[src/rtl/pipe_stall_ctrl_if.sv]
// Hazard inputs and stall/flush controls between the pipeline and its stall sequencer.
interface pipe_stall_ctrl_if #(
    parameter int unsigned CW = 16
);
    // Hazard sources
    logic          icache_hit;
    logic          mem_req;
    logic          dcache_hit;
    logic          ld_use;
    logic          br_taken;
    // Pipeline controls
    logic          pc_en;
    logic          en_ifid;
    logic          en_idex;
    logic          en_exmem;
    logic          en_memwb;
    logic          flush_ifid;
    logic          flush_idex;
    logic          flush_exmem;
    logic          ifill;
    logic          dfill;
    logic [CW-1:0] stall_cnt;

    // Pipeline side: raises hazards, consumes controls
    modport master (
        output icache_hit, mem_req, dcache_hit, ld_use, br_taken,
        input  pc_en, en_ifid, en_idex, en_exmem, en_memwb,
        input  flush_ifid, flush_idex, flush_exmem, ifill, dfill, stall_cnt
    );

    // Sequencer side
    modport slave (
        input  icache_hit, mem_req, dcache_hit, ld_use, br_taken,
        output pc_en, en_ifid, en_idex, en_exmem, en_memwb,
        output flush_ifid, flush_idex, flush_exmem, ifill, dfill, stall_cnt
    );
endinterface

[src/rtl/pipe_stall_ctrl.sv]
// Stall/flush sequencer for the 5-stage pipeline: freezes on cache misses for
// MISS_LAT cycles, inserts load-use bubbles, flushes on taken branches and
// counts PC-stall cycles.
module pipe_stall_ctrl #(
    parameter int unsigned MISS_LAT = 4,
    parameter int unsigned CW       = 16
) (
    input  logic             clk,
    input  logic             rst_n,
    pipe_stall_ctrl_if.slave bus
);

    localparam int unsigned CNT_W = 4;
    localparam logic [CNT_W-1:0] CNT_LOAD  = CNT_W'(MISS_LAT - 1);
    localparam logic [CW-1:0]    STALL_MAX = {CW{1'b1}};

    typedef enum logic [1:0] {
        ST_RUN   = 2'd0,
        ST_DWAIT = 2'd1,
        ST_IWAIT = 2'd2
    } state_e;

    state_e          st_q, st_d;
    logic [CNT_W-1:0] cnt_q, cnt_d;
    logic [CW-1:0]   stall_cnt_q, stall_cnt_d;

    logic pc_en_c, en_ifid_c, en_idex_c, en_exmem_c, en_memwb_c;
    logic flush_ifid_c, flush_idex_c, flush_exmem_c, ifill_c, dfill_c;
    logic dmiss_c;

    assign dmiss_c = bus.mem_req & ~bus.dcache_hit;

    // Next state, refill countdown and pipeline controls
    always_comb begin
        st_d          = st_q;
        cnt_d         = cnt_q;
        pc_en_c       = 1'b0;
        en_ifid_c     = 1'b0;
        en_idex_c     = 1'b0;
        en_exmem_c    = 1'b0;
        en_memwb_c    = 1'b0;
        flush_ifid_c  = 1'b0;
        flush_idex_c  = 1'b0;
        flush_exmem_c = 1'b0;
        ifill_c       = 1'b0;
        dfill_c       = 1'b0;

        unique case (st_q)
            ST_RUN: begin
                if (dmiss_c) begin
                    // Whole pipe freezes in the miss cycle itself
                    st_d  = ST_DWAIT;
                    cnt_d = CNT_LOAD;
                end else if (bus.br_taken) begin
                    // Wrong-path fetch and hazards are discarded
                    pc_en_c       = 1'b1;
                    en_ifid_c     = 1'b1;
                    en_idex_c     = 1'b1;
                    en_exmem_c    = 1'b1;
                    en_memwb_c    = 1'b1;
                    flush_ifid_c  = 1'b1;
                    flush_idex_c  = 1'b1;
                    flush_exmem_c = 1'b1;
                end else if (!bus.icache_hit) begin
                    // Front end holds; back end drains
                    en_idex_c    = 1'b1;
                    en_exmem_c   = 1'b1;
                    en_memwb_c   = 1'b1;
                    flush_idex_c = bus.ld_use;
                    st_d         = ST_IWAIT;
                    cnt_d        = CNT_LOAD;
                end else if (bus.ld_use) begin
                    en_idex_c    = 1'b1;
                    en_exmem_c   = 1'b1;
                    en_memwb_c   = 1'b1;
                    flush_idex_c = 1'b1;
                end else begin
                    pc_en_c    = 1'b1;
                    en_ifid_c  = 1'b1;
                    en_idex_c  = 1'b1;
                    en_exmem_c = 1'b1;
                    en_memwb_c = 1'b1;
                end
            end

            ST_DWAIT: begin
                // Frozen; a held branch is taken up again in RUN after refill
                if (cnt_q == '0) begin
                    dfill_c = 1'b1;
                    st_d    = ST_RUN;
                end else begin
                    cnt_d = cnt_q - CNT_W'(1);
                end
            end

            ST_IWAIT: begin
                if (!dmiss_c && bus.br_taken) begin
                    // Redirect abandons the pending I-refill
                    pc_en_c       = 1'b1;
                    en_ifid_c     = 1'b1;
                    en_idex_c     = 1'b1;
                    en_exmem_c    = 1'b1;
                    en_memwb_c    = 1'b1;
                    flush_ifid_c  = 1'b1;
                    flush_idex_c  = 1'b1;
                    flush_exmem_c = 1'b1;
                    st_d          = ST_RUN;
                    cnt_d         = '0;
                end else begin
                    // Back end feeds bubbles unless a D-miss freezes it; the
                    // I-refill counter runs regardless
                    if (!dmiss_c) begin
                        en_idex_c    = 1'b1;
                        en_exmem_c   = 1'b1;
                        en_memwb_c   = 1'b1;
                        flush_idex_c = 1'b1;
                    end
                    if (cnt_q == '0) begin
                        ifill_c = 1'b1;
                        st_d    = ST_RUN;
                    end else begin
                        cnt_d = cnt_q - CNT_W'(1);
                    end
                end
            end

            default: begin
                st_d  = ST_RUN;
                cnt_d = '0;
            end
        endcase

        // Reset forces every control low immediately
        if (!rst_n) begin
            pc_en_c       = 1'b0;
            en_ifid_c     = 1'b0;
            en_idex_c     = 1'b0;
            en_exmem_c    = 1'b0;
            en_memwb_c    = 1'b0;
            flush_ifid_c  = 1'b0;
            flush_idex_c  = 1'b0;
            flush_exmem_c = 1'b0;
            ifill_c       = 1'b0;
            dfill_c       = 1'b0;
        end
    end

    // Saturating count of PC-stall cycles
    always_comb begin
        stall_cnt_d = stall_cnt_q;
        if (!pc_en_c && (stall_cnt_q != STALL_MAX)) begin
            stall_cnt_d = stall_cnt_q + CW'(1);
        end
    end

    // State, refill counter and stall counter registers
    always_ff @(posedge clk or negedge rst_n) begin
        if (!rst_n) begin
            st_q        <= ST_RUN;
            cnt_q       <= '0;
            stall_cnt_q <= '0;
        end else begin
            st_q        <= st_d;
            cnt_q       <= cnt_d;
            stall_cnt_q <= stall_cnt_d;
        end
    end

    assign bus.pc_en       = pc_en_c;
    assign bus.en_ifid     = en_ifid_c;
    assign bus.en_idex     = en_idex_c;
    assign bus.en_exmem    = en_exmem_c;
    assign bus.en_memwb    = en_memwb_c;
    assign bus.flush_ifid  = flush_ifid_c;
    assign bus.flush_idex  = flush_idex_c;
    assign bus.flush_exmem = flush_exmem_c;
    assign bus.ifill       = ifill_c;
    assign bus.dfill       = dfill_c;
    assign bus.stall_cnt   = stall_cnt_q;

endmodule

[src/flat_wrapper.sv]
// flat-port wrapper written by rule: the top's interface ports become plain ports
module pipe_stall_ctrl_flat 
#(
    parameter int unsigned MISS_LAT = 4,
    parameter int unsigned CW       = 16
)
  (clk, rst_n, bus_icache_hit, bus_mem_req, bus_dcache_hit, bus_ld_use, bus_br_taken, bus_pc_en, bus_en_ifid, bus_en_idex, bus_en_exmem, bus_en_memwb, bus_flush_ifid, bus_flush_idex, bus_flush_exmem, bus_ifill, bus_dfill, bus_stall_cnt);
  pipe_stall_ctrl_if #(.CW(CW)) bus_i ();
  input  logic clk;
  input  logic rst_n;
  input wire logic [$bits(bus_i.icache_hit)-1:0] bus_icache_hit;
  input wire logic [$bits(bus_i.mem_req)-1:0] bus_mem_req;
  input wire logic [$bits(bus_i.dcache_hit)-1:0] bus_dcache_hit;
  input wire logic [$bits(bus_i.ld_use)-1:0] bus_ld_use;
  input wire logic [$bits(bus_i.br_taken)-1:0] bus_br_taken;
  output wire logic [$bits(bus_i.pc_en)-1:0] bus_pc_en;
  output wire logic [$bits(bus_i.en_ifid)-1:0] bus_en_ifid;
  output wire logic [$bits(bus_i.en_idex)-1:0] bus_en_idex;
  output wire logic [$bits(bus_i.en_exmem)-1:0] bus_en_exmem;
  output wire logic [$bits(bus_i.en_memwb)-1:0] bus_en_memwb;
  output wire logic [$bits(bus_i.flush_ifid)-1:0] bus_flush_ifid;
  output wire logic [$bits(bus_i.flush_idex)-1:0] bus_flush_idex;
  output wire logic [$bits(bus_i.flush_exmem)-1:0] bus_flush_exmem;
  output wire logic [$bits(bus_i.ifill)-1:0] bus_ifill;
  output wire logic [$bits(bus_i.dfill)-1:0] bus_dfill;
  output wire logic [$bits(bus_i.stall_cnt)-1:0] bus_stall_cnt;
  assign bus_i.icache_hit = bus_icache_hit;
  assign bus_i.mem_req = bus_mem_req;
  assign bus_i.dcache_hit = bus_dcache_hit;
  assign bus_i.ld_use = bus_ld_use;
  assign bus_i.br_taken = bus_br_taken;
  assign bus_pc_en = bus_i.pc_en;
  assign bus_en_ifid = bus_i.en_ifid;
  assign bus_en_idex = bus_i.en_idex;
  assign bus_en_exmem = bus_i.en_exmem;
  assign bus_en_memwb = bus_i.en_memwb;
  assign bus_flush_ifid = bus_i.flush_ifid;
  assign bus_flush_idex = bus_i.flush_idex;
  assign bus_flush_exmem = bus_i.flush_exmem;
  assign bus_ifill = bus_i.ifill;
  assign bus_dfill = bus_i.dfill;
  assign bus_stall_cnt = bus_i.stall_cnt;
  pipe_stall_ctrl #(.MISS_LAT(MISS_LAT), .CW(CW)) u_core (.clk(clk), .rst_n(rst_n), .bus(bus_i));
endmodule
[config.mk]
export PLATFORM = sky130hd
export DESIGN_NAME = pipe_stall_ctrl_flat
export DESIGN_NICKNAME = d
export VERILOG_FILES = /design/src/rtl/pipe_stall_ctrl_if.sv /design/src/rtl/pipe_stall_ctrl.sv /design/src/flat_wrapper.sv
export SDC_FILE = /design/constraint.sdc
export NUM_CORES = 1
export LEC_CHECK = 0
export BUFFER_PORTS_ARGS = -buffer_cell sky130_fd_sc_hd__buf_2
export CAP_MARGIN = 10
export CELL_PAD_IN_SITES_DETAIL_PLACEMENT = 1
export CELL_PAD_IN_SITES_GLOBAL_PLACEMENT = 2
export CORE_MARGIN = 2
export CORE_UTILIZATION = 31
export DETAILED_ROUTE_END_ITERATION = 12
export GPL_TIMING_DRIVEN = 1
export PLACE_DENSITY = 0.79
export SETUP_SLACK_MARGIN = 0.5
export SYNTH_ARGS = -nofsm -noshare
export SYNTH_HDL_FRONTEND = slang
export SYNTH_SLANG_ARGS = --single-unit
[constraint.sdc]
create_clock -name clk -period 1.9 [get_ports clk]
set_clock_uncertainty 0.05 [all_clocks]
set_input_delay 0.095 -clock clk [delete_from_list [all_inputs] [get_ports clk]]
set_output_delay 0.095 -clock clk [all_outputs]
set_load 0.05 [all_outputs]
### After elaboration in Yosys (flattened, before gate mapping)

Index checks and enable logic that the tools add are counted.

* equal/unequal tests: 5
* bitwise logic cells: 2
* reductions and logical operators: 7
* add/subtract/negate cells: 2
* muxes and demuxes: 39

Operators with widths (count)
* $mux W1: 23
* $mux W4: 5
* $add A16 B1 Y16 const B: 1
* $ne A16 B16 Y1 const B: 1
* $pmux W4 S3: 1
* $mux W2: 5
* $pmux W1 S2: 4
* $ne A3 B2 Y1 const B: 2
* $pmux W2 S3: 1
* $logic_not A4 Y1: 1
* $sub A4 B1 Y4 const B: 1
* $eq A2 B1 Y1 const B: 1
* $eq A2 B2 Y1 const B: 1
* $logic_and A1 B1 Y1: 2
* $logic_not A1 Y1: 2
* $logic_not A2 Y1: 1
* $reduce_and A2 Y1: 1
* $and A1 B1 Y1: 1
* $not A1 Y1: 1

* logic and storage cells: 58
* register bits: 22
* bits of input ports: 7

### Longest topological paths before layout

* depth in word-level cells: 9
* mapped depth: 7
* depth with buffers taken out: 7

### Worst setup path after synthesis

Ideal clock, no wire load.

* path kind: reg-to-reg
* start: reg u_core.stall_cnt_q[0] (netlist: u_core.bus.stall_cnt[0])
* end: reg u_core.stall_cnt_q[10] (netlist: u_core.bus.stall_cnt[10])
* slack: -234 ps
* stages on the path, launching flop included: 8
* arrival: 1938 ps
* setup time: 147 ps
* period minus slack after synthesis: 2134 ps
* cell sequence: dfrtp_1 -> ha_1 -> nand4_1 -> nor4_2 -> or2_1 -> buf_6 -> nor2_1 -> xor2_1

* longest elaborated chain between the ends: 2
* elaborated cells on any way between the ends: 3
* those cells by class: 1 x add/sub; 1 x eq/ne; 1 x reduce/logical

Ends and longest elaborated chain
* start: declaration: RTL line pipe_stall_ctrl.sv:25 `logic [CW-1:0] stall_cnt_q, stall_cnt_d;`
* start signal: assignment: RTL line pipe_stall_ctrl.sv:165 `stall_cnt_q <= stall_cnt_d;`
* parallel branches: the longest is 2 deep, another holds $add A16 B1 Y16

Parallel ways; which one is timed is not known.
A chain may end at the register's enable or synchronous reset.

### Worst setup path after layout

* start: reg u_core.cnt_q[0]
* end: out bus_ifill

* longest elaborated chain between the ends: 5

Ends and longest elaborated chain
* start: declaration: RTL line pipe_stall_ctrl.sv:24 `logic [CNT_W-1:0] cnt_q, cnt_d;`
* start signal: assignment: RTL line pipe_stall_ctrl.sv:164 `cnt_q <= cnt_d;`
* $logic_not A4 Y1: RTL line pipe_stall_ctrl.sv:118 `if (cnt_q == '0) begin`
* $mux W1: RTL line pipe_stall_ctrl.sv:118
* $mux W1: RTL line pipe_stall_ctrl.sv:97 `if (!dmiss_c && bus.br_taken) begin`
* $mux W1: RTL line pipe_stall_ctrl.sv:48 `unique case (st_q)`
* $mux W1: RTL line pipe_stall_ctrl.sv:134 `if (!rst_n) begin`
* end: declaration: RTL line flat_wrapper.sv:24 `output wire logic [$bits(bus_i.ifill)-1:0] bus_ifill;`

No other way between the ends.

==> results_tabular.tex <==
\begin{tabular}{lr}
\hline
Metric & Value \\
\hline
\multicolumn{2}{l}{\textbf{Clock network}} \\
\quad Clock-pin slew on the worst setup and hold paths & 80 ps \\
\quad Clock tree from TritonCTS & built \\
\quad Skew-Pair Late Insertion Delay & between 200 and 300 ps \\
\quad Root buf cell & sky130\_fd\_sc\_hd\_\_clkbuf\_8 \\
\quad Sink count of the clock tree & 22 \\
\quad Maximum clock path buffer count & 2 \\
\quad CTS H-tree lvls & 1 \\
\quad Total CTS buffers & 3 \\
\multicolumn{2}{l}{\textbf{STA}} \\
\quad Final-report max-slew violation count & 0 \\
\quad Worst-Margin Slew & between 1000 and 1500 ps \\
\quad Portion of the clock cycle consumed by the worst path in the final layout & between 80 and 90\% \\
\quad Min Tclk post-route & 1650 ps \\
\quad Setup-failing EPs final & 0 \\
\quad Worst-case headroom to the max-slew limit & $\sim$31\% \\
\quad Count of final hold-check violations & 0 \\
\quad Setup repair after global routing missed its margin & true \\
\quad Accumulated negative setup slack & 0 ps \\
\quad Peak clock frequency supported by timing & between 600 and 700 MHz \\
\multicolumn{2}{l}{\textbf{Power and ir drop}} \\
\quad Leakage power & approximately 0.93 nW \\
\quad IR Drop Worst-Case VDD & between 0.9 and 1 mV \\
\quad Total power of the final layout & 0.00295 W \\
\quad Pwr dens & roughly 1400 nW/um2 \\
\multicolumn{2}{l}{\textbf{Global routing}} \\
\quad Sum of overflow across all layers after global routing & 0 \\
\quad Initial antenna violation count & 0 \\
\quad All-layer global routing usage & a little under a fifth \\
\quad Pin count of the biggest net entering global routing & 23 \\
\quad Number of global-route vias before repair & between 1,000 and 1,500 \\
\quad First-pass GRT wire length & approximately 6000 um \\
\multicolumn{2}{l}{\textbf{Logic synthesis}} \\
\quad Combinational family with the most area after synthesis & simple AND/OR/NAND/NOR gates \\
\quad Seq cells post-synth & 22 \\
\quad Number of warnings issued by yosys & 0 \\
\quad Adder and majority cell fraction of the synthesized area & roughly 2.0\% \\
\quad Post-Syn Area per Cell & roughly 10 um2 \\
\quad Synthesized cell area & approximately 1200 um2 \\
\quad Synth Area in Compound Gates & 8.54\% \\
\quad Fraction of the mapped netlist area in simple logic gates & 27.6\% \\
\quad Sequential fraction of the synthesis area & around 44\% \\
\quad Post-Synth XOR/XNOR Area & a little over a tenth \\
\quad Synthesized instance count & approximately 120 \\
\quad Post-synthesis net count & 133 \\
\quad Multiplexer fraction of the synthesized cell area & 0.905\% \\
\quad Count of distinct cell types in the synthesized netlist & 39 \\
\multicolumn{2}{l}{\textbf{Final layout}} \\
\quad Total inserted antenna cells & 0 \\
\quad Layout overhead on the synthesized area & 72.8\% \\
\quad Fill count & 432 \\
\quad Most used cells in the layout excluding fill and tap cells & sky130\_fd\_sc\_hd\_\_buf\_4 (26), sky130\_fd\_sc\_hd\_\_buf\_2 (22), sky130\_fd\_sc\_hd\_\_dfrtp\_2 (18) \\
\quad Most frequent standard cell in the layout excluding fill and tap cells & sky130\_fd\_sc\_hd\_\_buf\_4 \\
\quad Fraction of final layout cells sized beyond drive strength 1 & a little under three quarters \\
\quad Post-layout utilization of the core & between 50\% and 60\% \\
\quad Net count reported at finish & $\sim$200 \\
\multicolumn{2}{l}{\textbf{Hold path}} \\
\quad Hold EP & u\_core.st\_q[0]\$\_DFFE\_PN0P\_ \\
\quad Worst min-delay path startpoint & bus\_dcache\_hit \\
\quad Path type of the worst min-delay path & in -> reg \\
\quad Hold path cells & 4 \\
\multicolumn{2}{l}{\textbf{Detailed routing}} \\
\quad Pre-antenna DRT Iters & 4 \\
\quad DRC violation count after routing & 0 \\
\quad Average vias per placed instance & between 4 and 5 \\
\quad Detailed-route wire length per cell & approximately 16 um \\
\quad Antenna-violating nets left & 0 \\
\quad Via count & around 1,200 \\
\quad Routed wire length & approximately 3900 um \\
\quad Violation count after the first detailed-routing iteration & 35 \\
\multicolumn{2}{l}{\textbf{Setup path}} \\
\quad Critical path peak fanout & 4 \\
\quad Crit start category & flop \\
\quad Critical Path Slowest Stage Cell & sky130\_fd\_sc\_hd\_\_dfrtp\_1 \\
\quad Slowest cell delay on critical path & between 300 and 400 ps \\
\quad Start-to-end type of the worst setup path & reg -> out \\
\quad Startpoint of the most critical register-to-register path & u\_core.bus.stall\_cnt[1]\$\_DFFE\_PN0P\_ \\
\quad R2r endpoint & u\_core.bus.stall\_cnt[0]\$\_DFFE\_PN0P\_ \\
\quad Worst setup startpoint & u\_core.cnt\_q[0]\$\_DFFE\_PN0P\_ \\
\quad Endpoint kind of the worst setup timing path & primary output \\
\quad Data arrival time of the critical path & roughly 1500 ps \\
\quad CP cell instances & inv\_1 > ha\_2 > nor3b\_4 > and3\_4 > buf\_8 \\
\quad Reg-to-reg setup timing slack & about 280 ps \\
\quad Count of cells along the worst register-to-register path & 6 \\
\quad Data required time of the critical path & 1750 ps \\
\multicolumn{2}{l}{\textbf{Floorplan}} \\
\quad Core region area & roughly 3900 um2 \\
\quad Starting density of the core & between 30\% and 40\% \\
\quad Chip Height & between 60 and 70 um \\
\quad Overall die width & between 60 and 70 um \\
\quad Site Rows & 23 \\
\quad Total Die Area & roughly 4500 um2 \\
\quad Number of top-level pins & 33 \\
\multicolumn{2}{l}{\textbf{Placed design}} \\
\quad Detail Placement HPWL & around 2300 um \\
\quad Number of buffer cells added on primary ports & 32 \\
\quad Final RePlAce weighted congestion & 0.757 \\
\multicolumn{2}{l}{\textbf{Flow run}} \\
\quad Maxcap violations & 0 \\
\multicolumn{2}{l}{\textbf{Outcome}} \\
\quad Result of the run & complete, no violations \\
\hline
\end{tabular}
==> worst max-delay path: cells and delay by family, from the launching register on <==
family / cells / cell delay (ps)
simple gates: 2 / 460
flops: 1 / 390
buf+inv: 2 / 200
fa+ha+maj: 1 / 180
==> kinds of logic after synthesis <==
logic type | count (synthesis)
and+or+nand+nor | 57
muxes | 1
buffers and inverters | 12
AOI/OAI and AO/OA | 15
xor gates and xnor gates | 15
adders and majority gates | 2
DFF | 22
==> synthesized netlist by cell type, drive strengths merged <==
cell     count  share of area [%]
nand2b       1               0.50
and3         6                3.0
o21ai        3                1.2
dfrtp       22                 44
o22a         1               0.70
and4         1               0.70
o22ai        1               0.50
o31a         1               0.70
ha           2                2.0
o2111a       1                1.0
o211ai       1               0.60
nor2        11                3.3
nand3b       1               0.60
xnor2       11                7.7
or2          1               0.50
nand4        4                2.5
nor3         6                4.5
nand3        8                3.2
buf          7                4.6
o2bb2ai      2                1.4
or3b         1               0.70
a21oi        3                1.2
nand2        9                2.7
a211oi       2                1.2
mux2         1               0.90
xor2         4                2.8
nor4         2                1.5
or2b         1               0.60
inv          5                1.5
nor2b        1               0.50
nor3b        3                2.2
and2         1               0.50
==> metal layers <==
layer | up-vias | share of wire, % | track usage [%]
met2 | 24 | 55 | 33.2
met4 | 0 | 2.5 | 9.69
li1 | 557 | - | -
met1 | 572 | 40 | 20.1
met5 | - | 0 | 0
met3 | 9 | 2.5 | 3.00
==> flip-flops by register name, summed over array words and instances, names as in the netlist <==
signal / flops
u_core.bus.stall_cnt: 16
u_core.st_q: 2
u_core.cnt_q: 4
==> layout make-up <==
| cell class | count | area [um2] | share of cell area [%] |
|---|---|---|---|
| Clock buffer | 4 | 55.1 | 2.56 |
| Inverter | 5 | 18.8 | 0.873 |
| Multi-Input combinational cell | 90 | 886 | 41.2 |
| Sequential cell | 22 | 573 | 26.6 |
| Tap cell | 50 | 62.6 | 2.91 |
| Timing Repair Buffer | 66 | 556 | 25.8 |
==> per-stage QoR <==
step / std cells / area (um2) / worst slack [ps] / hold slack [ps]
CTS: 225 / 1940 / 252 / 71.7
finish: 237 / 2150 / 250 / 74.5
detailed placement: 201 / 1500 / 109 / 71.3
global placement: 201 / 1500 / 147 / 69.5
floorplan: 124 / 1340 / 139 / -251
global route: 237 / 2150 / 163 / 93.3
==> power breakdown <==
part,total (W),internal (W),switching [W]
Combinational,0.00179,0.000776,0.00102
Clock,0.000346,0.000185,0.000161
Sequential,0.000809,0.000622,0.000187
==> worst max-delay path by stage <==
stage / to / slack (ps) / cells after the start
after detailed placement: u_core.bus.stall_cnt[9]$_DFFE_PN0P_ / 110 / 5
after global routing: bus_ifill / 160 / 5
after global placement: u_core.bus.stall_cnt[12]$_DFFE_PN0P_ / 150 / 5
final: bus_ifill / 250 / 5
after floorplan: u_core.bus.stall_cnt[8]$_DFFE_PN0P_ / 140 / 7
after CTS: bus_ifill / 250 / 5
==> what timing repair did <==
item,4_1_cts,5_1_grt
pin swaps,24,19
buffers inserted,19,12
hold endpoints to repair,22,0
gates resized for setup,57,21
hold buffers,1,0
endpoints found under the setup margin,31,53
No activity file was read; power rests on OpenSTA's default activity.
